===== config.mk =====
export PLATFORM = sky130hd
export DESIGN_NAME = arb_muxn
export DESIGN_NICKNAME = d
export VERILOG_FILES = /design/src/rtl/arb_muxn_pkg.sv /design/src/rtl/arb_muxn_rr_arbiter.sv /design/src/rtl/arb_muxn.sv
export SDC_FILE = /design/constraint.sdc
export NUM_CORES = 1
export LEC_CHECK = 0
export BUFFER_PORTS_ARGS = -buffer_cell sky130_fd_sc_hd__clkbuf_2
export CORE_MARGIN = 2
export CORE_UTILIZATION = 46
export DETAILED_ROUTE_END_ITERATION = 10
export PLACE_DENSITY = 0.82
export SYNTH_ARGS = -nofsm -noshare
export SYNTH_HDL_FRONTEND = slang
export SYNTH_SLANG_ARGS = --single-unit

===== constraint.sdc =====
create_clock -name clk -period 3.7 [get_ports clk]
set_input_delay 1.11 -clock clk [delete_from_list [all_inputs] [get_ports clk]]
set_output_delay 1.11 -clock clk [all_outputs]
set_load 0.03 [all_outputs]

===== src/rtl/arb_muxn_pkg.sv =====
// Shared definitions for the arb_muxn arbitrated multiplexer.
// Holds the arbitration mode codes, the FSM encoding and the round-robin wrap helper.
package arb_muxn_pkg;

  localparam int MODE_FIXED = 0;
  localparam int MODE_RR    = 1;

  typedef enum logic {
    ST_IDLE   = 1'b0,
    ST_LOCKED = 1'b1
  } state_t;

  // Modulo-n step for a pointer already below n; k never exceeds n, so one subtraction suffices.
  function automatic int wrap_next(input int p, input int k, input int n);
    int c;
    c = p + k;
    if (c >= n) c = c - n;
    return c;
  endfunction

endpackage


===== src/rtl/arb_muxn_rr_arbiter.sv =====
// Combinational request arbiter: fixed priority (lowest index) or round-robin after rr_ptr.
// Produces a one-hot grant, its index, and a flag that some request is present.
module rr_arbiter
  import arb_muxn_pkg::*;
#(
  parameter int CHANNELS = 4,
  parameter int SEL_W    = 2,
  parameter int MODE     = 1
) (
  input  logic [CHANNELS-1:0] req,
  input  logic [SEL_W-1:0]    rr_ptr,
  output logic [CHANNELS-1:0] grant,
  output logic [SEL_W-1:0]    grant_idx,
  output logic                any_grant
);

  always_comb begin
    grant     = '0;
    grant_idx = '0;
    any_grant = |req;
    // Scan from lowest to highest priority so the last hit is the winner.
    if (MODE == MODE_FIXED) begin
      for (int i = CHANNELS - 1; i >= 0; i--) begin
        if (req[i]) grant_idx = SEL_W'(i);
      end
    end else begin
      for (int k = CHANNELS; k >= 1; k--) begin
        if (req[wrap_next(int'(rr_ptr), k, CHANNELS)])
          grant_idx = SEL_W'(wrap_next(int'(rr_ptr), k, CHANNELS));
      end
    end
    for (int i = 0; i < CHANNELS; i++) begin
      grant[i] = any_grant && (grant_idx == SEL_W'(i));
    end
  end

endmodule


===== src/rtl/arb_muxn.sv =====
// N-channel arbitrated mux with a single registered output stage and packet lock.
// One-cycle latency; when the held beat is not taken, every in_ready stays low.
module arb_muxn
  import arb_muxn_pkg::*;
#(
  parameter int WIDTH    = 32,
  parameter int CHANNELS = 4,
  parameter int SEL_W    = 2,
  parameter int MODE     = 1
) (
  input  logic                      clk,
  input  logic                      rst_n,
  input  logic [CHANNELS*WIDTH-1:0] in_data,
  input  logic [CHANNELS-1:0]       in_valid,
  input  logic [CHANNELS-1:0]       in_last,
  output logic [CHANNELS-1:0]       in_ready,
  output logic [WIDTH-1:0]          out_data,
  output logic                      out_valid,
  output logic                      out_last,
  output logic [SEL_W-1:0]          out_sel,
  input  logic                      out_ready
);

  state_t               state, state_nxt;
  logic [SEL_W-1:0]     rr_ptr, lock_ch, arb_idx, win_idx;
  logic [CHANNELS-1:0]  arb_grant, grant;
  logic                 arb_any, load, xfer, win_last, win_valid;
  logic [WIDTH-1:0]     win_data;

  rr_arbiter #(
    .CHANNELS (CHANNELS),
    .SEL_W    (SEL_W),
    .MODE     (MODE)
  ) u_arb (
    .req       (in_valid),
    .rr_ptr    (rr_ptr),
    .grant     (arb_grant),
    .grant_idx (arb_idx),
    .any_grant (arb_any)
  );

  assign load = ~out_valid | out_ready;

  always_ff @(posedge clk or negedge rst_n) begin
    if (!rst_n) state <= ST_IDLE;
    else        state <= state_nxt;
  end

  always_comb begin
    state_nxt = state;
    case (state)
      ST_IDLE:   if (xfer && !win_last) state_nxt = ST_LOCKED;
      ST_LOCKED: if (xfer && win_last)  state_nxt = ST_IDLE;
      default:   state_nxt = ST_IDLE;
    endcase
  end

  // While locked the grant is pinned to lock_ch even if that channel is not valid.
  always_comb begin
    grant   = arb_grant;
    win_idx = arb_idx;
    if (state == ST_LOCKED) begin
      win_idx = lock_ch;
      for (int i = 0; i < CHANNELS; i++) grant[i] = (lock_ch == SEL_W'(i));
    end
  end

  always_comb begin
    win_data  = '0;
    win_last  = 1'b0;
    win_valid = 1'b0;
    for (int i = 0; i < CHANNELS; i++) begin
      if (win_idx == SEL_W'(i)) begin
        win_data  = in_data[i*WIDTH +: WIDTH];
        win_last  = in_last[i];
        win_valid = in_valid[i];
      end
    end
  end

  assign xfer = load & ((state == ST_LOCKED) ? win_valid : arb_any);
  // Gated by rst_n so nothing is offered upstream while the block is held in reset.
  assign in_ready = (load & rst_n) ? grant : '0;

  always_ff @(posedge clk or negedge rst_n) begin
    if (!rst_n) begin
      out_valid <= 1'b0;
      out_data  <= '0;
      out_last  <= 1'b0;
      out_sel   <= '0;
      rr_ptr    <= SEL_W'(CHANNELS - 1);
      lock_ch   <= '0;
    end else begin
      if (load) out_valid <= xfer;
      if (xfer) begin
        out_data <= win_data;
        out_last <= win_last;
        out_sel  <= win_idx;
        if (state == ST_IDLE && !win_last) lock_ch <= win_idx;
        if (MODE == MODE_RR && win_last)   rr_ptr  <= win_idx;
      end
    end
  end

endmodule


======== Yosys cells after proc, flatten, opt, wreduce, memory -nomap -nowiden ========
Cells that the tools add are included.
operators by class
  bitwise operators ....................... 5
  shift-type cells ........................ 0
  magnitude comparators ................... 8
  $mul .................................... 0
  mux-type cells .......................... 39
  reduce and logical (&&, ||, !) cells .... 14
  divide/modulo/power cells ............... 0
  eq/ne operators ......................... 9
  add/subtract/negate cells ............... 8
operators with widths
  kind                                                                    number
  32-bit two-way mux                                                      8
  32-bit by 4-bit >= comparator with 1-bit output, second input constant  4
  32-bit by 4-bit < comparator with 1-bit output, second input constant   4
  32-bit by 4-bit subtractor with 32-bit output, second input constant    4
  1-bit two-way mux                                                       19
  2-bit == test, second input constant                                    6
  2-bit two-way mux                                                       5
  1-bit binary-select mux with 2-bit select                               4
  4-bit two-way mux                                                       2
  1-bit logical AND                                                       7
  2-bit by 2-bit adder with 3-bit output, second input constant           2
  2-bit by 1-bit == test with 1-bit output, second input constant         3
  2-bit zero test                                                         3
  2-bit by 3-bit adder with 4-bit output, second input constant           1
  2-bit AND reduction                                                     2
  4-bit OR reduction                                                      1
  2-bit by 1-bit adder with 3-bit output, second input constant           1
  1-bit AND                                                               2
  1-bit inverter                                                          2
  1-bit one-hot mux with 2 select lines                                   1
  1-bit zero test                                                         1
  1-bit bitwise OR                                                        1
storage, ports and cells
  latch bits .............................. 0
  bits in read-only memories .............. 0
  RAM bits ................................ 0
  register bits after elaboration ......... 41
  memories kept ........................... 0
  word-level logic and storage cells ...... 90
  input bits .............................. 139

======== Longest topological paths before layout ========
Gate-level depths: netlist (run 1).
  word-level depth ........................ 21
  depth in mapped cells ................... 9
  mapped depth without buffers ............ 6

======== Modules after synthesis ========
A second synthesis (run 1) with hierarchy kept.
second synthesis, totals
  cells, all modules ...................... 199
  area total of the unflattened synthesis .. 2756.4 um^2
by module, submodules not included
  module      cells each  area each (um^2)  times used  sequential area each (um^2)
  arb_muxn    165         2512.4            1           1028.5
  rr_arbiter  34          244.0             1           0.0

======== Worst setup path after synthesis (run 1) ========
Ideal clock, no wire load.
  kind .................................... input to output
  start point ............................. input in_valid[3]
  end point ............................... output in_ready[0]
  cell stages on the path ................. 5
  arrival time ............................ 2.595 ns
  path buffers ............................ 0
  path slack .............................. -0.005 ns
  required time ........................... 2.590 ns
  cell sequence ........................... and3b_1 -> o31a_1 -> nor2_1 -> a22oi_1 -> nor3_1
between the ends
  longest elaborated chain between the ends .. 11
  elaborated cells on any way between the ends .. 21
  those cells by class .................... mux (18); reduce/logical (3)
ends and longest elaborated chain
  item                                                  RTL line                   text
  start, declared                                       arb_muxn.sv:14             input logic [CHANNELS-1:0] in_valid,
  1-bit binary-select mux with 2-bit select             arb_muxn_rr_arbiter.sv:28  if (req[wrap_next(int'(rr_ptr), k, CHANNELS)])
  1-bit two-way mux (not written as such) (2 in a row)  arb_muxn_rr_arbiter.sv:28
  2-bit two-way mux (4 in a row)                        arb_muxn_rr_arbiter.sv:28
  2-bit zero test                                       arb_muxn_rr_arbiter.sv:33  grant[i] = any_grant && (grant_idx == SEL_W'(i));
  1-bit logical AND *                                   arb_muxn_rr_arbiter.sv:33
  4-bit two-way mux *                                   arb_muxn.sv:62             if (state == ST_LOCKED) begin
  4-bit two-way mux *                                   arb_muxn.sv:83             assign in_ready = (load & rst_n) ? grant : '0;
  end, declared                                         arb_muxn.sv:16             output logic [CHANNELS-1:0] in_ready,
Mark *: on every way between the ends. The rest lies on a longest branch, timed or not. The select of a mux whose other input is x is not followed.

======== Worst setup path after layout (run 1) ========
Same ends and word-level chain as after synthesis.

==> results.toml, run 1 <==
[synth]
mappedNetlistArea_um2 = 3343
synth_cells = 395
synth.avg_cell_area_um2 = 8.464
synth.most_common_cell = "dfrtp_1"
synth_top_area_share_pct = 29.19
seq_area_frac_synth_pct = 30.76
synth_top_flop_cell = "dfrtp_1"
ys_async_sr_fraction_pct = 100.0
yosysUniqueCellTypes = 48
synthTopCellsByCount = "dfrtp_1 (39), nor2_1 (35), o21ai_0 (27)"
syn-num-nets = 534
synth_area_leaders = "dfrtp_1 (29%), o31a_1 (5.5%), a22oi_1 (4.7%)"
synth_seq_cells = 41
synth_top_area_cell = "dfrtp_1"
synth-edff-count = 0
ys.warnings.count = 0

[timing]
skew_ps = 7.145
period_share_pct = 96.03
final_max_slew_viol_count = 0
period_needed_ps = 3553
relSlewSlack_pct = 17.07
setup_violations = 0
max_freq_ghz = 0.2814
setup_tns_ps = 0
hold_viol_final = 0
worst_pin_slew_ps = 1237
grt_setup_unrepaired = "no"

[layout]
fillCellCount = 668
design_area_um2 = 4373
seq_area_um2 = 1030
area_growth_pct = 30.80
multi_input_area_um2 = 2051
antenna_cells = 0
drive_gt1_share_pct = 40.79
nets = 692

[route]
dr.first_iter.drc_count = 230
route.detailed.drc = 0
ant_nets = 0
num_vias = 3867
first_pass_iters = 5
wl_per_cell_um = 16.59
wirelength_um = 10830
vias_per_cell = 5.922

[die]
core_um2 = 7137
die_w_um = 89.25
die_h_um = 89.25
start_util_pct = 46.84
rows = 31
die-area_um2 = 7966
ios = 179

[cts]
hold_buffers = 0
clk_latency_ps = 300
clockRootBuffer = "clkbuf_8"
numCtsBuffers = 5
post_cts_buffers = 0
tritoncts = "yes"
post_cts_resized = 0
cts-htree-levels = 2
clock_sinks = 41
max-clock-path-buffers = 2
clkTransAtPathRegs_ps = 80

[global_route]
grt_pass1_vias = 3626
grt_max_degree = 65
grt_pass1_wl_um = 16640
track_usage_pct = 26.47
grt-ovfl-total = 0
antenna_found_initial = 0

[pwr]
leakage_nw = 1.959
powerDensity_nw_per_um2 = 947.1
ir_worst_vdd_mv = 0.3752

[worst_setup_path]
worstPathRequired_ps = 2590
crit_fanout = 5
worst_ep_arrival_time_ps = 2440
crit_path_end_kind = "primary output"
worstSetupStartpointType = "primary input"
critPathKind = "in2out"

[min_path]
hold_class = "reg2reg"

[placed_design]
dp_hpwl_um = 8068
place_congestion = 0.8748
postPlaceCellArea_um2 = 4257
io_buffers = 178

[flow_run]
maxCapViolCount = 0

[run_status]
status = "finished clean"
## flip-flops by register name (all words and copies together), names as in the netlist, named ones only
register   cells
rr_ptr         2
out_data      32
out_valid      1
out_last       1
out_sel        2
lock_ch        2
## layout by cell type, fill, tap and decap left out, drive strengths merged, types with 6 or more instances in the layout
cell     instances
a211oi          14
a21oi           10
a22oi           21
a2bb2oi          9
a31oi           21
buf             18
clkbuf         185
dfrtp           39
inv              7
nand2           21
nand2b          23
nand3            6
nor2            36
o211ai          20
o21ai           31
o22ai           21
o31a            21
o41ai            6
## kinds of logic (layout without fill, tap and decap cells)
logic type	after synthesis	after routing	share of synthesized area (%)
muxes	7	7	2.545
and+or+nand+nor	101	101	14.82
DFF	41	41	30.76
AOI/OAI and AO/OA	194	194	43.82
buffers and inverters	52	211	8.046
## stage by stage
stage	hold slack, ps	total power, mW	cells	utilization (%)	setup WS, ps
floorplan	460.2	3.086	395	-	93.34
global placement	464.5	3.665	645	59.64	168.5
CTS	493.2	4.146	653	61.27	135.1
detailed placement	475.3	3.756	645	59.64	134.6
global route	509.8	4.473	653	61.27	53.18
finish	485.9	4.142	653	61.27	146.8
## where the power goes
| group | switching (mW) | leakage [nW] | internal [mW] |
|---|---|---|---|
| Clock | 0.163 | 0.0585 | 0.220 |
| Combinational | 1.77 | 1.43 | 1.07 |
| Sequential | 0.226 | 0.470 | 0.698 |
## final cells by class
type,count,share of cell area [%]
Multi-Input combinational cell,302,46.90
Sequential cell,41,23.55
Timing Repair Buffer,196,23.46
Tap cell,99,2.833
Clock buffer,7,1.974
Clock inverter,1,0.6867
Inverter,7,0.6009
## metal layers
metal,up-vias,global-route usage [%],part of all wire [%]
met3,25,3.786,6.4
met2,153,45.99,50
met5,-,0,0
li1,1854,-,-
met4,0,8.141,1.7
met1,1835,34.00,41
## critical path, cell delays in order
cell	delay, ps
clkbuf_2	110
and3b_1	220
o31a_1	300
nor2_1	140
a22oi_1	130
nor3_2	200
clkbuf_2	230
## path summary, 6_finish.rpt
check                       startpoint                          to  slack, ps  depth (start not counted)
setup / recovery           in_valid[3]                 in_ready[0]        150                          7
max in group asynchronous        rst_n  asynchronous set/reset pin       2410                          2
setup reg to reg                  flop                out_data[14]        940                          7
min in group asynchronous        rst_n                out_data[11]        890                          2
hold / removal                out_last                    out_last        490                          1
hold reg to reg               out_last                    out_last        490                          1
(Power assumes the default switching activity.)
==> run 2, diff against run 1 <==
- ABC_CLOCK_PERIOD_IN_PS: not set -> 3700
- REMOVE_ABC_BUFFERS: not set -> 1
==> results.toml, run 2 (synthesis gave the netlist of run 1 again) <==
[pwr]
leakage_nw = 1.959
ir_worst_vdd_mv = 0.4733
powerDensity_nw_per_um2 = 944.8

[timing]
setup_violations = 0
hold_viol_final = 0
period_share_pct = 97.46
final_max_slew_viol_count = 0
skew_ps = 5.673
hold_slack_ps = 484.9
worst_pin_slew_ps = 1198
max_freq_ghz = 0.2773
period_needed_ps = 3606
relSlewSlack_pct = 19.69

[worst_setup_path]
worstSetupStartpointType = "primary input"
worst_ep_arrival_time_ps = 2500
rr_startpoint = "rr_ptr[1]"
startpoint = "in_valid[3]"
critPathKind = "in2out"
cp-endpoint = "in_ready[0]"
crit_fanout = 5
worstReg2RegEnd = "out_data[13]"
crit_path_end_kind = "primary output"
rrSetupSlack_ps = 1040
reg2reg_depth = 7
worstPathRequired_ps = 2590

[cts]
clockRootBuffer = "clkbuf_8"
post_cts_resized = 0
tritoncts = "yes"
clk_latency_ps = 290
cts-htree-levels = 2
numCtsBuffers = 5
max-clock-path-buffers = 2
post_cts_buffers = 0
clock_sinks = 41
hold_buffers = 0
clkTransAtPathRegs_ps = 80

[flow_run]
maxCapViolCount = 0

[placed_design]
place_congestion = 0.8994
io_buffers = 178
postPlaceCellArea_um2 = 4252
dp_hpwl_um = 8051

[die]
start_util_pct = 46.84
ios = 179
die-area_um2 = 7966
die_w_um = 89.25
core_um2 = 7137
rows = 31
die_h_um = 89.25

[global_route]
grt-ovfl-total = 0
grt_max_degree = 47
track_usage_pct = 26.59
antenna_found_initial = 0
grt_pass1_vias = 3508
grt_pass1_wl_um = 16590

[layout]
final_cell_mix = "clkbuf_2 (178), dfrtp_1 (38), nor2_1 (35)"
largest_register = "out_data"
fillCellCount = 667
nets = 692
design_area_um2 = 4373
area_growth_pct = 30.80
largest_reg_flops = 32
seq_area_um2 = 1030
mostFrequentLayoutCell = "clkbuf_2"
drive_gt1_share_pct = 40.79
multi_input_area_um2 = 2051
antenna_cells = 0

[route]
vias_per_cell = 5.905
route.detailed.drc = 0
num_vias = 3856
dr.first_iter.drc_count = 232
first_pass_iters = 5
wirelength_um = 11260
ant_nets = 0
wl_per_cell_um = 17.24

[run_status]
status = "finished clean"

[min_path]
hold_class = "reg2reg"
==> run 2: cell counts in the layout (fill, tap and decap cells not counted) <==
No cell type changed its count.
==> run 2: cell type report <==
cell class	instances	area share, %
sequential	41	23.55
clock inverter	1	0.6867
inverter	7	0.6009
multi-input combinational	302	46.90
clock buffer	7	1.974
timing repair buffer	196	23.46
tap	99	2.833
==> run 2: stage by stage <==
step	setup slack (ps)	power (mW)	utilization [%]	cells	TNS (ps)
after floorplan	-511.5	2.866	-	350	-907.5
after detailed placement	74.89	3.739	59.57	645	0
after global routing	-28.29	4.448	61.27	653	-28.29
after global placement	104.4	3.663	59.57	645	0
after CTS	65.50	4.126	61.20	653	0
final	94.14	4.132	61.27	653	0
==> run 2: critical path, cell delays in order <==
cell	delay (ps)
clkbuf_2	110
and3b_1	220
o31a_1	310
nor2_1	150
a22oi_1	170
nor3_2	210
clkbuf_2	230
==> run 2: worst min path at each step <==
| stage | cells past startpoint | from | end | slack [ps] |
|---|---|---|---|---|
| floorplan | 2 | rr_ptr[0] | rr_ptr[0] | 460 |
| global placement | 2 | out_data[12] | out_data[12] | 460 |
| detailed placement | 2 | out_data[12] | out_data[12] | 480 |
| CTS | 2 | out_data[12] | out_data[12] | 490 |
| global route | 1 | out_last | out_last | 520 |
| finish | 2 | out_sel[0] | out_sel[0] | 480 |
==> run 2: where the power goes <==
group | internal (mW) | total [mW] | switching, mW
logic | 1.05 | 2.87 | 1.82
registers | 0.699 | 0.878 | 0.179
clock network | 0.220 | 0.386 | 0.165
==> run 2: routing by layer <==
layer / GRT usage [%] / part of all wire (%) / vias up
met5: 0 / 0 / -
met4: 9.227 / 1.9 / 0
met3: 5.355 / 7.6 / 19
met2: 45.72 / 50 / 165
met1: 33.16 / 41 / 1822
li1: - / - / 1850
==> run 3, diff against run 2 <==
- ABC_CLOCK_PERIOD_IN_PS: 3700 -> 4300
- CAP_MARGIN: not set -> 20
- CORE_UTILIZATION: 46 -> 30
- PLACE_DENSITY: 0.82 -> not set
- clock period: 3.7 -> 4.3 ns (I/O delays scaled with it)
==> results.toml, run 3 (synthesis gave the netlist of run 1 again) <==
[run_status]
status = "finished clean"

[placed_design]
postPlaceCellArea_um2 = 4280
io_buffers = 178
place_congestion = 0.8932
dp_slack_ps = 270.4
dp_hpwl_um = 8480
dp_cells = 682

[layout]
mostFrequentLayoutCell = "clkbuf_2"
largest_register = "out_data"
drive_gt1_share_pct = 40.18
instances_no_fill = 690
fillCellCount = 1157
largest_reg_flops = 32
final_cell_mix = "clkbuf_2 (178), dfrtp_1 (38), nor2_1 (35)"
area_growth_pct = 30.50
design_area_um2 = 4363
antenna_cells = 0
nets = 688
utilization_pct = 40.25

[flow_run]
maxCapViolCount = 0

[timing]
max_freq_ghz = 0.2477
worst_pin_slew_ps = 762.3
period_needed_ps = 4038
period_share_pct = 93.90
skew_ps = 6.215
setup_tns_ps = 0
setup_ws_ps = 262.5
grt_setup_unrepaired = "no"
hold_viol_final = 0
relSlewSlack_pct = 49.18
final_max_slew_viol_count = 0
setup_violations = 0

[worst_setup_path]
crit_path_end_kind = "primary output"
worst_ep_arrival_time_ps = 2750
worstSetupStartpointType = "primary input"
worstPathRequired_ps = 3010
crit_fanout = 5
critPathKind = "in2out"
worstReg2RegEnd = "rr_ptr[1]"
reg2reg_depth = 8
startpoint = "in_valid[3]"
rrSetupSlack_ps = 1320

[cts]
clk_latency_ps = 290
post_cts_buffers = 0
hold_buffers = 0
max-clock-path-buffers = 2
clkTransAtPathRegs_ps = 80
numCtsBuffers = 5
cts-htree-levels = 2
clock_sinks = 41
clockRootBuffer = "clkbuf_8"
post_cts_resized = 0
tritoncts = "yes"

[route]
dr.first_iter.drc_count = 265
ant_nets = 0
num_vias = 3791
route.detailed.drc = 0
wl_per_cell_um = 17.12
first_pass_iters = 4
wirelength_um = 11810
vias_per_cell = 5.494

[die]
die-area_um2 = 12000
ios = 179
rows = 38
die_h_um = 109.6
core_um2 = 10840
start_util_pct = 30.84
die_w_um = 109.6

[global_route]
grt_pass1_wl_um = 18330
track_usage_pct = 19.27
grt_pass1_vias = 3604
grt-ovfl-total = 0
antenna_found_initial = 0
grt_max_degree = 55

[min_path]
hold_class = "reg2reg"
holdPathEnd = "out_sel[0]"
hp-start = "out_sel[0]"
hold_path_depth = 2

[pwr]
powerDensity_nw_per_um2 = 800.1
ir_worst_vdd_mv = 0.3217
leakage_nw = 1.928
## run 3: stage by stage
step           hold WS, ps  power, mW
2_1_floorplan        460.2      2.466
3_3_place_gp         470.2      3.180
3_5_place_dp         474.5      3.253
4_1_cts              492.6      3.521
5_1_grt              515.5      3.798
6_report             489.6      3.491
## run 3: final cells by class
cell class	instances	area, um2	area share (%)
tap	140	175.2	4.015
clock inverter	2	10.01	0.2294
timing repair buffer	192	1003	23.00
clock buffer	6	72.57	1.663
sequential	41	1030	23.60
multi-input combinational	302	2046	46.89
inverter	7	26.28	0.6022
## run 3: worst max path at each step
stage | endpoint | slack (ps) | cells past startpoint
finish | in_ready[0] | 260 | 7
global route | in_ready[0] | 150 | 7
CTS | in_ready[0] | 270 | 7
detailed placement | in_ready[0] | 270 | 7
global placement | in_ready[0] | 320 | 7
floorplan | in_ready[0] | -270 | 5
## run 3: critical path: stages
cell      delay [ps]
clkbuf_2         110
and3b_1          220
o31a_1           300
nor2_1           160
a22oi_1          170
nor3_1           240
clkbuf_2         240
## run 3: metal layers
layer,track usage [%],routed length [um]
met2,33.29,5735
met1,24.94,5100
met4,4.430,164
met3,3.497,810
met5,0,0
## run 3: report_power, final
group          leakage (nW)  internal, mW  switching, mW
logic                  1.41         0.902           1.57
registers             0.470         0.601          0.158
clock network        0.0450         0.113          0.143
